`src/rtl/ebnb.sv`:
```
// Elastic buffer on valid/ready streams: DEPTH-entry circular store with registered
// ready/valid, fill level, almost-full flag and synchronous flush.
module ebnb #(
    parameter int WIDTH       = 8,
    parameter int DEPTH       = 4,
    parameter int AFULL_LEVEL = 3
) (
    input  logic                       clk,
    input  logic                       reset_n,
    input  logic [WIDTH-1:0]           t_0_data,
    input  logic                       t_0_valid,
    output logic                       t_0_ready,
    output logic [WIDTH-1:0]           i_0_data,
    output logic                       i_0_valid,
    input  logic                       i_0_ready,
    input  logic                       flush,
    output logic [$clog2(DEPTH+1)-1:0] level,
    output logic                       almost_full
);

    localparam int LVL_W = $clog2(DEPTH + 1);
    localparam int PTR_W = $clog2(DEPTH);
    localparam logic [LVL_W-1:0] FULL_CNT  = LVL_W'(DEPTH);
    localparam logic [LVL_W-1:0] AFULL_CNT = LVL_W'(AFULL_LEVEL);
    localparam logic [PTR_W-1:0] LAST_PTR  = PTR_W'(DEPTH - 1);

    logic [WIDTH-1:0] mem [DEPTH];
    logic [PTR_W-1:0] wr_ptr;
    logic [PTR_W-1:0] rd_ptr;
    logic [LVL_W-1:0] count;
    logic             push;
    logic             pop;

    // Explicit wrap so non-power-of-two depths cycle through exactly DEPTH slots.
    function automatic logic [PTR_W-1:0] next_ptr(input logic [PTR_W-1:0] p);
        return (p == LAST_PTR) ? '0 : p + PTR_W'(1);
    endfunction

    assign t_0_ready   = (count != FULL_CNT) & ~flush;
    assign i_0_valid   = (count != '0) & ~flush;
    assign i_0_data    = mem[rd_ptr];
    assign level       = count;
    assign almost_full = (count >= AFULL_CNT);

    assign push = t_0_valid & t_0_ready;
    assign pop  = i_0_valid & i_0_ready;

    always_ff @(posedge clk or negedge reset_n) begin
        if (!reset_n) begin
            for (int i = 0; i < DEPTH; i++) begin
                mem[i] <= '0;
            end
            wr_ptr <= '0;
            rd_ptr <= '0;
            count  <= '0;
        end else if (flush) begin
            // Storage is left as-is; only the bookkeeping is discarded.
            wr_ptr <= '0;
            rd_ptr <= '0;
            count  <= '0;
        end else begin
            if (push) begin
                mem[wr_ptr] <= t_0_data;
                wr_ptr      <= next_ptr(wr_ptr);
            end
            if (pop) begin
                rd_ptr <= next_ptr(rd_ptr);
            end
            unique case ({push, pop})
                2'b10:   count <= count + LVL_W'(1);
                2'b01:   count <= count - LVL_W'(1);
                default: count <= count;
            endcase
        end
    end

endmodule

```
`config.mk`:
```
export PLATFORM = sky130hd
export DESIGN_NAME = ebnb
export DESIGN_NICKNAME = d
export VERILOG_FILES = /design/src/rtl/ebnb.sv
export SDC_FILE = /design/constraint.sdc
export NUM_CORES = 1
export LEC_CHECK = 0
export CAP_MARGIN = 20
export CORE_MARGIN = 10
export CORE_UTILIZATION = 44
export DETAILED_ROUTE_END_ITERATION = 7
export PLACE_DENSITY = 0.66
export SLEW_MARGIN = 10
export SYNTH_ARGS = -nofsm -noshare
export SYNTH_HDL_FRONTEND = slang
export SYNTH_SLANG_ARGS = --single-unit
```
`constraint.sdc`:
```
create_clock -name clk -period 2.3 [get_ports clk]
set_input_delay 0.575 -clock clk [delete_from_list [all_inputs] [get_ports clk]]
set_output_delay 0.575 -clock clk [all_outputs]
set_load 0.03 [all_outputs]
```
==> metrics.csv <==
stage;metric;value;unit
worst_setup_path;critPathLaunch;rd_ptr[0]$_DFFE_PN0P_;
logic_synthesis;synth_area;2001;µm²
timing;worst_slew_pin_slew;0.8681;ns
outcome;status;complete, no violations;
worst_setup_path;critPathArrivalTime;1.67;ns
finish;multi_input_area;948.4;µm²
finish;final_area;2432;µm²
timing;hold_viol;0;
global_route;grt_util_all_layers;11.14;%
worst_setup_path;critPathLaunchType;flip-flop;
finish;syn_to_final_growth;21.58;%
timing;slew_violations;0;
timing;fmax;446.2;MHz
worst_setup_path;cp_cell_sequence;buf_12 -> mux4_2 -> clkdlybuf4s15_1;
floorplanning;core_area;4384;µm²
place;port_buffers;26;
routing;drtAntennaViolNets;0;
cts;clkSinkCount;39;
run;max_cap_violations;0;
global_route;antenna_found_initial;0;
floorplanning;row_count;24;
min_path;hp-class;in2async;
logic_synthesis;async_flop_share;100.0;%
place;gp_congestion;0.8091;
timing;min_period_over_period;97.45;%
logic_synthesis;ys_seq_area_share;48.78;%
routing;vias;1278;
pwr;power.static_leakage;1.060;nW
logic_synthesis;syn_nets;164;
worst_setup_path;endpoint_kind;output pin;
place;detailed_place_hpwl;2.888;mm
timing;setup_violations;0;
finish;nets;196;
cts;post_cts_buffers;0;
timing;maxSlewHeadroom;42.12;%
cts;root_buffer;clkbuf_8;
cts;cts.reportedPaths.clkPinSlew;0.07;ns
logic_synthesis;yosysWarnings;0;
finish;diodes;0;
finish;post-route-util;55.48;%
place;place_area;2338;µm²
global_route;overflow;0;
cts;clkLatencyLatePin;0.28;ns
cts;ctsLongestPathBuffers;2;
timing;period_needed;2.241;ns
logic_synthesis;yosys_register_bits;39;
timing;rsz0062_at_grt;false;
routing;drt-vias-per-instance;5.581;
timing;fin_skew;0.005257;ns
logic_synthesis;synth_area_per_cell;13.80;µm²
global_route;grt_pass1_wl;6.644;mm
cts;cts_buffers;5;
routing;finalWirelength;4.004;mm
routing;route.detailed.drc;0;
worst_setup_path;crit_path_max_fanout;6;
floorplanning;dieArea;7644;µm²
worst_setup_path;r2r_start;level[1]$_DFFE_PN0P_;
worst_setup_path;cp_data_required_time;1.73;ns
worst_setup_path;cp_top_family;buffers and inverters;
routing;post_drt_wl_per_cell;17.48;µm
floorplanning;initial_core_util;45.63;%
finish;register_area;978.4;µm²
floorplanning;die_width;87.43;µm
worst_setup_path;path_buf_inv;2;
global_route;grt_max_degree;40;
logic_synthesis;synthFlopType;dfrtp_1;
pwr;ir_drop;446.0;µV
routing;drt_iter0_drc;57;
logic_synthesis;yosysUniqueCellTypes;38;
routing;drt_first_pass_iters;3;
logic_synthesis;syn_inst;145;
global_route;grt_pass1_vias;1389;
logic_synthesis;synth-edff-count;0;
cts;htreeDepth;2;
finish;n_fill_cell;355;
finish;drive_gt1_share;36.16;%
worst_setup_path;critPathSlowestCell;mux4_2;
worst_setup_path;max_stage_delay;0.49;ns
worst_setup_path;path_class;reg2out;
pwr;powerDensity;877.8;nW/µm²
floorplanning;die_y;87.43;µm
floorplanning;ioPinCount;27;
cts;cts_tree;done;
==> cell usage in the layout (no fill, tap or decap), drive strengths merged, types with 3 or more instances in the layout <==
cell type	synthesis	final
dfrtp	39	39
mux2	32	32
clkdlybuf4s50	0	15
buf	7	12
nand3	9	9
mux4	8	8
clkbuf	3	8
inv	5	5
nor2	5	5
ha	5	5
clkdlybuf4s15	0	5
o21ai	4	4
nand2	3	3
a21oi	3	3
==> cell usage after synthesis, drive strengths merged (3+ instances only) <==
cell type / number / area share (%)
dfrtp: 39 / 49
mux2: 32 / 18
nand3: 9 / 4.8
mux4: 8 / 9.0
buf: 7 / 2.3
ha: 5 / 3.1
inv: 5 / 0.94
nor2: 5 / 0.94
o21ai: 4 / 1.0
a21oi: 3 / 0.75
clkbuf: 3 / 0.56
nand2: 3 / 0.56
==> routing by layer <==
layer  routed length [µm]  up-vias  GRT usage [%]
met1                 1718      645          12.89
met4                   58        0          3.913
li1                     -      600              -
met3                  246        6          4.307
met5                    0        -              0
met2                 1981       27          18.25
==> cell type report <==
type	instances	share of cell area (%)
clock buffer	6	2.984
clock inverter	1	1.235
inverter	5	0.7716
multi-input combinational	91	38.99
sequential	39	40.23
tap	52	2.675
timing repair buffer	35	13.12
==> cells by family after synthesis <==
logic type / Yosys count / synth area share [%]
AOI/OAI and AO/OA: 18 / 6.255
xor gates and xnor gates: 1 / 0.4379
adders and majority gates: 6 / 4.128
buffers and inverters: 15 / 3.815
DFF: 39 / 48.78
muxes: 41 / 27.52
and+or+nand+nor: 25 / 9.069
==> final timing paths <==
check                                        endpoint  slack (ns)  cells after the start
worst min register to register     mem[2]$_DFFE_PN0P_        0.50                      1
worst max register to register   level[2]$_DFFE_PN0P_        0.24                      6
worst max-delay path                      i_0_data[5]        0.06                      3
worst min-delay path              mem[28]$_DFFE_PN0P_        0.40                      1
max in group asynchronous       rd_ptr[1]$_DFFE_PN0P_        1.30                      1
min in group clk                   mem[2]$_DFFE_PN0P_        0.50                      1
==> per-stage QoR <==
stage               worst slack (ns)  setup TNS (ns)  hold WS (ns)  power (mW)  cells
floorplan                     0.1138               0        0.2794       1.410    145
global placement             -0.1031         -0.1031        0.4721       1.618    222
detailed placement           -0.1913         -0.1913        0.4865       1.655    222
CTS                        0.0004555               0        0.4343       2.163    229
global route                0.001696               0        0.4705       2.252    229
finish                       0.05867               0        0.4010       2.135    229
==> power by group <==
part	switching [mW]	internal [mW]	leakage, nW	total [mW]
Clock	0.221	0.318	0.0513	0.539
Sequential	0.0956	0.858	0.494	0.954
Combinational	0.303	0.339	0.516	0.643
Total	0.620	1.52	1.06	2.14
==> sequential cells by signal, indices dropped and copies added, names as in the netlist <==
name,flops
mem,32
level,3
rd_ptr,2
wr_ptr,2
==> timing repair <==
item                                    4_1_cts  5_1_grt
gates resized for setup                      10        9
endpoints found under the setup margin        9        8
pin swaps                                     0        1
gates cloned                                  0        0
hold buffers                                  0        0
No activity file was read; power rests on OpenSTA's default activity.
